--- config.mk ---
export PLATFORM = sky130hd
export DESIGN_NAME = cdr_tx_pattern_gen
export DESIGN_NICKNAME = d
export VERILOG_FILES = /design/src/rtl/cdr_tx_pattern_gen.sv
export SDC_FILE = /design/constraint.sdc
export NUM_CORES = 1
export LEC_CHECK = 0
export CORE_AREA = 2 2 123 149
export CTS_CLUSTER_SIZE = 10
export DETAILED_ROUTE_END_ITERATION = 10
export DIE_AREA = 0 0 125 151
export PLACE_DENSITY = 0.63
export SYNTH_ARGS = -nofsm -noshare
export SYNTH_HDL_FRONTEND = slang
export SYNTH_SLANG_ARGS = --single-unit
--- constraint.sdc ---
create_clock -name clk -period 17.1 [get_ports clk]
set_input_delay 1.71 -clock clk [delete_from_list [all_inputs] [get_ports clk]]
set_output_delay 1.71 -clock clk [all_outputs]
set_load 0.02 [all_outputs]
--- src/rtl/cdr_tx_pattern_gen.sv ---
// rtl/cdr_tx_pattern_gen.sv - CDR transmit test source: NCO symbol timing, framed preamble/PRBS7 payload
// and a first-order edge filter on the signed line samples.
module cdr_tx_pattern_gen #(
  parameter int                    PHASE_BITS   = 32,
  parameter logic [PHASE_BITS-1:0] FCW_NOM      = 32'h8000_0000,
  parameter logic signed [7:0]     AMP          = 8'sd64,
  parameter int                    ALPHA_SHIFT  = 1,
  parameter int                    PREAMBLE_LEN = 32,
  parameter int                    TAIL_LEN     = 8,
  parameter logic [6:0]            PRBS_SEED    = 7'h7F
) (
  input  logic               clk,
  input  logic               rst_n,
  input  logic               start,
  input  logic               stop,
  input  logic signed [31:0] fcw_ofs,
  input  logic [15:0]        payload_len,
  output logic               sym_strobe,
  output logic               tx_bit,
  output logic signed [7:0]  y_n,
  output logic               busy,
  output logic [1:0]         state,
  output logic               done
);

  typedef enum logic [1:0] {
    S_IDLE = 2'b00,
    S_PRE  = 2'b01,
    S_PAY  = 2'b10,
    S_TAIL = 2'b11
  } state_t;

  localparam logic [15:0] PRE_LAST  = 16'(PREAMBLE_LEN - 1);
  localparam logic [15:0] TAIL_LAST = 16'(TAIL_LEN - 1);
  localparam logic        SEED_BIT  = PRBS_SEED[6] ^ PRBS_SEED[5];

  logic [PHASE_BITS-1:0] phase_q, phase_d, eff;
  logic                  wrap;
  state_t                state_q, state_d;
  logic [15:0]           sym_cnt_q, sym_cnt_d;
  logic [15:0]           plen_q, plen_d;
  logic                  start_pend_q, start_pend_d;
  logic                  stop_pend_q, stop_pend_d;
  logic [6:0]            prbs_q, prbs_d;
  logic                  prbs_bit;
  logic                  tx_bit_q, tx_bit_d;
  logic signed [7:0]     y_q, y_d;
  logic signed [7:0]     target;
  logic signed [8:0]     diff, step;
  logic                  strobe_q, strobe_d;
  logic                  done_q, done_d;
  logic                  busy_q, busy_d;
  logic                  to_tail;

  always_comb begin
    eff      = FCW_NOM + PHASE_BITS'(fcw_ofs);
    phase_d  = phase_q + eff;
    wrap     = phase_d < phase_q;
    strobe_d = wrap;

    state_d   = state_q;
    sym_cnt_d = sym_cnt_q;
    plen_d    = plen_q;
    prbs_d    = prbs_q;
    tx_bit_d  = tx_bit_q;
    done_d    = 1'b0;
    to_tail   = 1'b0;
    prbs_bit  = prbs_q[6] ^ prbs_q[5];

    // A start coincident with stop wins; stop is then dropped.
    start_pend_d = start_pend_q | (start && state_q == S_IDLE);
    stop_pend_d  = stop_pend_q | (stop && !start && (state_q == S_PRE || state_q == S_PAY));

    if (wrap) begin
      case (state_q)
        S_IDLE: begin
          if (start_pend_d) begin
            state_d      = S_PRE;
            sym_cnt_d    = 16'd0;
            tx_bit_d     = 1'b1;
            start_pend_d = 1'b0;
          end
        end
        S_PRE: begin
          if (stop_pend_q) begin
            to_tail = 1'b1;
          end else if (sym_cnt_q == PRE_LAST) begin
            state_d   = S_PAY;
            sym_cnt_d = 16'd0;
            plen_d    = payload_len;
            tx_bit_d  = SEED_BIT;
            prbs_d    = {PRBS_SEED[5:0], SEED_BIT};
          end else begin
            tx_bit_d  = ~tx_bit_q;
            sym_cnt_d = sym_cnt_q + 16'd1;
          end
        end
        S_PAY: begin
          if (stop_pend_q || (plen_q != 16'd0 && sym_cnt_q == plen_q - 16'd1)) begin
            to_tail = 1'b1;
          end else begin
            tx_bit_d  = prbs_bit;
            prbs_d    = {prbs_q[5:0], prbs_bit};
            sym_cnt_d = sym_cnt_q + 16'd1;
          end
        end
        S_TAIL: begin
          if (sym_cnt_q == TAIL_LAST) begin
            state_d   = S_IDLE;
            sym_cnt_d = 16'd0;
            tx_bit_d  = 1'b0;
            done_d    = 1'b1;
          end else begin
            sym_cnt_d = sym_cnt_q + 16'd1;
          end
        end
        default: state_d = S_IDLE;
      endcase
    end

    if (to_tail) begin
      state_d     = S_TAIL;
      sym_cnt_d   = 16'd0;
      tx_bit_d    = 1'b0;
      stop_pend_d = 1'b0;
    end

    busy_d = (state_d != S_IDLE);

    // Edge filter runs every clk on the currently registered symbol level.
    if (state_q == S_PRE || state_q == S_PAY) begin
      target = tx_bit_q ? AMP : -AMP;
    end else begin
      target = 8'sd0;
    end
    diff = $signed({target[7], target}) - $signed({y_q[7], y_q});
    step = diff >>> ALPHA_SHIFT;
    y_d  = y_q + step[7:0];
  end

  always_ff @(posedge clk or negedge rst_n) begin
    if (!rst_n) begin
      phase_q      <= '0;
      state_q      <= S_IDLE;
      sym_cnt_q    <= 16'd0;
      plen_q       <= 16'd0;
      start_pend_q <= 1'b0;
      stop_pend_q  <= 1'b0;
      prbs_q       <= PRBS_SEED;
      tx_bit_q     <= 1'b0;
      y_q          <= 8'sd0;
      strobe_q     <= 1'b0;
      done_q       <= 1'b0;
      busy_q       <= 1'b0;
    end else begin
      phase_q      <= phase_d;
      state_q      <= state_d;
      sym_cnt_q    <= sym_cnt_d;
      plen_q       <= plen_d;
      start_pend_q <= start_pend_d;
      stop_pend_q  <= stop_pend_d;
      prbs_q       <= prbs_d;
      tx_bit_q     <= tx_bit_d;
      y_q          <= y_d;
      strobe_q     <= strobe_d;
      done_q       <= done_d;
      busy_q       <= busy_d;
    end
  end

  assign sym_strobe = strobe_q;
  assign tx_bit     = tx_bit_q;
  assign y_n        = y_q;
  assign busy       = busy_q;
  assign state      = state_q;
  assign done       = done_q;

endmodule

=== After elaboration in Yosys (flattened, before gate mapping) ===
Cells that the tools add are included.

* Bits in registers: 87
* Output and inout port bits: 14
* Logic and storage cells: 92

* $add $sub $neg: 6
* Order comparisons: 1
* Eq/ne operators: 13
* Multiplexer cells: 39
* Bitwise gates (word level): 5
* Reduce and logical (&&, ||, !) cells: 16

{| class="wikitable"
|+ Operators with widths
! operator !! count
|-
| $mux 16 || 7
|-
| $pmux 16 s4 || 1
|-
| $add 32x32->32 || 1
|-
| $add 32x32->32 const A || 1
|-
| $lt 32x32->1 || 1
|-
| $mux 7 || 3
|-
| $add 16x1->16 const B || 1
|-
| $eq 16x16->1 || 1
|-
| $eq 16x3->1 const B || 1
|-
| $eq 16x5->1 const B || 1
|-
| $mux 1 || 16
|-
| $mux 8 || 2
|-
| $reduce_bool 16->1 || 1
|-
| $sub 16x1->16 const B || 1
|-
| $pmux 7 s2 || 1
|-
| $mux 2 || 6
|-
| $reduce_and 5->1 || 2
|-
| $ne 3x3->1 const B || 3
|-
| $sub 8x8->9 || 1
|-
| $add 8x8->8 || 1
|-
| $reduce_and 4->1 || 2
|-
| $pmux 2 s3 || 1
|-
| $reduce_bool 2->1 || 3
|-
| $eq 2x2->1 const B || 2
|-
| other kinds (13) || 20
|}

=== Logic depth before layout (Yosys ltp) ===
* Word-level depth: 9
* Depth in mapped cells: 26
* Depth with buffers taken out: 24

=== Least setup slack after synthesis ===
OpenSTA, ideal clock, no wires.

* Kind: input port to flip-flop
* Start: input fcw_ofs[5]
* End: register plen_q[11]
* Library setup time: 0.125 ns
* Arrival time: 6.755 ns
* Path slack: 10.220 ns
* Cell stages on the path: 21
* Cell sequence: ha_1 -> ha_1 -> a2111o_1 -> a31oi_1 -> o31ai_1 -> a2111oi_2 -> o21ai_0 -> a21oi_1 -> a21oi_1 -> or4b_1 -> nand3_1 -> ha_1 -> nand4_1 -> nor2_1 -> a221oi_1 -> o211ai_1 -> or2_1 -> clkbuf_1 -> nor4_4 -> buf_2 -> mux2_2

* Cells in the longest elaborated chain, start to end: 4

{| class="wikitable"
|+ RTL lines
! element !! RTL line !! RTL
|-
| from (decl) || 16 || <nowiki>input logic signed [31:0] fcw_ofs,</nowiki>
|-
| $add 32x32->32 || 56 || <nowiki>eff = FCW_NOM + PHASE_BITS'(fcw_ofs);</nowiki>
|-
| $add 32x32->32 || 57 || <nowiki>phase_d = phase_q + eff;</nowiki>
|-
| named net phase_d[30] || 37 || <nowiki>logic [PHASE_BITS-1:0] phase_q, phase_d, eff;</nowiki>
|-
| $lt 32x32->1 || 58 || <nowiki>wrap = phase_d < phase_q;</nowiki>
|-
| $reduce_and 4->1 (no source line) || n/a ||
|-
| to (signal assigned) || 159 || <nowiki>plen_q <= plen_d;</nowiki>
|-
| to (decl) || 41 || <nowiki>logic [15:0] plen_q, plen_d;</nowiki>
|}

The timed path passes the listed nets, and every way through them passes these cells.
A chain may end at the register's enable or synchronous reset.

=== Worst setup path in the final report ===
Ends and elaborated chain as after synthesis.

==> results.md <==
## Clock network
• number of cells upsized or downsized after cts: 0
• Worst-path clk slew: 0.06 ns
• Root Buffer Master: sky130_fd_sc_hd__clkbuf_16
• Worst-Skew Late Latency: 0.35 ns
• cts bufs inserted: 9
• TritonCTS Sinks: 87
• number of setup buffers added after CTS: 0
• clock tree from TritonCTS: built
• # H-tree levels: 3
• Max Root-Sink Buffers: 2
• number of hold-repair buffers added at the cts stage: 0

## Route
• drc violations: 0
• vias per cell: 5.47
• overall via count from detail_route: 5763
• TritonRoute pass-1 iters: 5
• Post-DRT Antenna Nets: 0
• drt first-iter violations: 280
• post-detailed-route wirelength per cell: 14.8 um
• WL final: 15.6 mm

## Power
• worst vdd ir: 0.0898 mV
• leakage component of the power: 3.81 nW
• power density over the cells: 194 mW/mm2

## Place
• last weighted congestion value of the routability-driven placer: 0.834
• buffers added on ports: 65
• HPWL after DPL: 11.9 mm

## STA
• highest clock rate: 0.128 GHz
• post-route fraction of the period consumed by the critical path: 45.7%
• clock skew: 0.00727 ns
• Fin. Hold Viols: 0
• worst hold-check slack: 0.504 ns
• Slew headroom: 22.5%
• RSZ-0062 raised after global routing: no
• final setup violation count: 0
• number of slew-limit violations in the final report: 0
• actual slew at the worst max-slew pin: 1.15 ns
• minimum period implied by the final worst setup slack: 7.82 ns
• Total Neg Setup Slack: 0 ns

## Synthesis
• cell type with the largest total area after synthesis: sky130_fd_sc_hd__dfrtp_1
• register bit total from synthesis: 87
• share of async-settable or async-resettable flops after synthesis: 100%
• simple-gate share of the synthesized area: 17.9%
• Seq/Total Area, Yosys: 30.4%
• synthesized area: 0.00718 mm2
• Post-synth top flop: sky130_fd_sc_hd__dfrtp_1
• Post-Synth Adder-Cell Area: 19.4%
• cells taking the most area after synthesis: sky130_fd_sc_hd__dfrtp_1 (28%), sky130_fd_sc_hd__ha_1 (19%), sky130_fd_sc_hd__xnor2_1 (4.5%)
• portion of synthesized cell area occupied by the leading cell type: 27.9%
• count of warnings emitted by yosys: 0
• mean instance size in the synthesized netlist: 9.27 um2
• Compound-Gate Fraction of Synth Area: 16.5%
• number of distinct library cells after synthesis: 70
• post-synthesis mux area share: 3.13%
• Synth Area in XOR/XNOR: 7.56%
• syn nets: 938
• number of enable flip-flop cells after synthesis: 0
• combinational family with the most area after synthesis: adder cells
• gate count after technology mapping: 775

## Critical path
• buffer and inverter count on the worst path: 1
• kind of critical path: in2reg
• worst reg2reg path endpoint: plen_q[11]
• startpoint type of the worst setup path: input port
• depth of the worst register-to-register path: 21
• ordered list of cells on the worst path: clkdlybuf4s50_1 > ha_1 > ha_1 > a2111o_1 > a31oi_1 > o31ai_1 > a2111oi_2 > o21ai_0 > a21oi_1 > a21oi_1 > or4b_1 > nand3_1 > ha_1 > nand4_1 > nor2_1 > a221oi_1 > o211ai_1 > or2_1 > nor4_4 > mux2_2
• Worst Setup End Kind: flop
• data required time of the worst path: 17.33 ns
• reg2reg start: phase_q[1]
• kind of cell adding the most delay to the critical path: compound AO/OA/AOI/OAI gates
• max incr delay on CP: 0.96 ns
• highest fanout seen on the critical path: 19
• most frequent cell on the critical path: sky130_fd_sc_hd__ha_1
• flop-to-flop setup slack: 10.73 ns
• signal arrival time at the worst endpoint: 8.05 ns
• worst-path cell with the longest stage delay: sky130_fd_sc_hd__nor4_4

## Die
• Initial Utilization: 41.4%
• number of rows created at floorplan: 53
• y dimension of the die: 151 um
• core area: 0.0174 mm2
• width of the die: 125 um
• Die ar.: 0.0189 mm2
• number of top-level pins: 66

## Worst hold path
• HP Class: reg2reg
• destination of the worst hold path: phase_q[0]
• Min-Delay Path Depth: 1
• startpoint of the worst hold path: phase_q[0]

## Job
• max-cap check violation count: 0

## Cells and area
• ratio of cells with drive above 1 in the final layout: 7.08%
• filler instances: 1669
• P&R area growth vs syn: 15.4%
• number of nets in the layout: 991
• diode count: 0

## GRT
• global-route wire length before repair: 26.4 mm
• total routing resource utilization after global routing: 17.0%
• number of global-route vias before repair: 5638
• maximum number of pins on one net before global-route repair: 61
• initial antenna violation count: 0
• overflow left after global routing: 0

## Run status
• result of the run: finished clean

==> where the power goes <==
| group | leakage (nW) | internal (W) | total [W] | switching, W |
|---|---|---|---|---|
| clock network | 0.143 | 0.000117 | 0.000203 | 0.0000859 |
| registers | 1.01 | 0.000279 | 0.000338 | 0.0000590 |
| logic | 2.66 | 0.000464 | 0.00107 | 0.000605 |
==> worst max path at each step <==
stage / start / end / slack [ns] / depth (start not counted)
4_1_cts: fcw_ofs[5] / plen_q[9] / 9.28 / 20
2_1_floorplan: fcw_ofs[5] / plen_q[11] / 10.22 / 21
5_1_grt: fcw_ofs[5] / plen_q[3] / 8.78 / 20
6_report: fcw_ofs[5] / plen_q[11] / 9.28 / 20
3_3_place_gp: fcw_ofs[5] / plen_q[11] / 9.07 / 20
3_5_place_dp: fcw_ofs[5] / plen_q[9] / 8.93 / 20
==> through the flow <==
stage | std cells | worst slack [ns] | power (W) | instance area (um2) | utilization, %
floorplan | 775 | 10.22 | 0.00120 | 7180 | -
global placement | 1037 | 9.07 | 0.00141 | 8000 | 46.0
detailed placement | 1037 | 8.93 | 0.00141 | 8000 | 46.0
CTS | 1053 | 9.28 | 0.00163 | 8290 | 47.7
global route | 1053 | 8.78 | 0.00179 | 8290 | 47.7
finish | 1053 | 9.28 | 0.00161 | 8290 | 47.7
==> sequential cells by signal, summed over array words and instances (netlist names) <==
name / flops
stop_pend_q: 1
prbs_q: 7
start_pend_q: 1
busy: 1
sym_strobe: 1
done: 1
tx_bit: 1
plen_q: 16
sym_cnt_q: 16
phase_q: 32
y_n: 8
state: 2
==> per-layer routing <==
| layer | global-route usage, % | vias to the layer above | share of wire, % |
|---|---|---|---|
| met3 | 2.61 | 16 | 3.3 |
| met2 | 29.1 | 91 | 47 |
| met1 | 22.2 | 2723 | 48 |
| li1 | - | 2933 | - |
| met5 | 0 | - | 0 |
| met4 | 5.89 | 0 | 1.6 |
==> worst reg2reg max path, delay by kind of cell, from the launching register on <==
kind            cells  cell delay (ns)
buf+inv             1             0.06
mux                 1             0.43
flops               1             0.39
simple gates        6             1.99
fa+ha+maj           4             1.18
compound gates      9             2.24
==> cells by family after synthesis <==
family | after synthesis
and+or+nand+nor | 229
DFF | 87
adders and majority gates | 111
AOI/OAI and AO/OA | 177
buffers and inverters | 89
muxes | 20
xor gates and xnor gates | 62
==> layout make-up <==
| cell class | instances | area [um2] | area share (%) |
|---|---|---|---|
| Multi-Input combinational cell | 599 | 4630 | 55.9 |
| Clock buffer | 12 | 246 | 2.97 |
| Clock inverter | 4 | 47.5 | 0.574 |
| Tap cell | 220 | 275 | 3.32 |
| Sequential cell | 87 | 2190 | 26.4 |
| Inverter | 65 | 244 | 2.94 |
| Timing Repair Buffer | 66 | 656 | 7.91 |
==> cells in the final DEF (no fill, tap or decap), types with 4 or more instances in the layout <==
master                            Yosys  layout
sky130_fd_sc_hd__a21o_1              22      22
sky130_fd_sc_hd__nor2b_1             12      12
sky130_fd_sc_hd__nand4_1             19      19
sky130_fd_sc_hd__nand3_1             18      18
sky130_fd_sc_hd__o21a_1               5       5
sky130_fd_sc_hd__nor2_1              37      37
sky130_fd_sc_hd__nor3b_1              4       4
sky130_fd_sc_hd__a21oi_1             55      55
sky130_fd_sc_hd__a211oi_1             8       8
sky130_fd_sc_hd__mux2_2              20      20
sky130_fd_sc_hd__a31oi_1              8       8
sky130_fd_sc_hd__o21ai_0             35      35
sky130_fd_sc_hd__xor2_1              25      25
sky130_fd_sc_hd__and3_1               7       7
sky130_fd_sc_hd__nor4_1              11      11
sky130_fd_sc_hd__nor3_1              21      21
sky130_fd_sc_hd__clkbuf_16            0       9
sky130_fd_sc_hd__nand2_1             38      38
sky130_fd_sc_hd__nand2b_1            12      12
sky130_fd_sc_hd__a221o_1              4       4
sky130_fd_sc_hd__inv_1               65      65
sky130_fd_sc_hd__xnor2_1             37      37
sky130_fd_sc_hd__ha_1               110     110
sky130_fd_sc_hd__clkdlybuf4s50_1      0      64
sky130_fd_sc_hd__dfstp_2              7       7
sky130_fd_sc_hd__or3_1               19      19
sky130_fd_sc_hd__and2_1               5       5
sky130_fd_sc_hd__o211ai_1             4       4
sky130_fd_sc_hd__dfrtp_1             80      80
==> synth_stat cells, types with 11 or more instances <==
master,n
sky130_fd_sc_hd__dfrtp_1,80
sky130_fd_sc_hd__nor3_1,21
sky130_fd_sc_hd__nor2_1,37
sky130_fd_sc_hd__nand4_1,19
sky130_fd_sc_hd__a21oi_1,55
sky130_fd_sc_hd__clkbuf_1,16
sky130_fd_sc_hd__nor4_1,11
sky130_fd_sc_hd__a21o_1,22
sky130_fd_sc_hd__inv_1,65
sky130_fd_sc_hd__o21ai_0,35
sky130_fd_sc_hd__xnor2_1,37
sky130_fd_sc_hd__xor2_1,25
sky130_fd_sc_hd__mux2_2,20
sky130_fd_sc_hd__or3_1,19
sky130_fd_sc_hd__nand2_1,38
sky130_fd_sc_hd__nand2b_1,12
sky130_fd_sc_hd__ha_1,110
sky130_fd_sc_hd__nor2b_1,12
sky130_fd_sc_hd__nand3_1,18
Power figures use the tool's default switching activity.
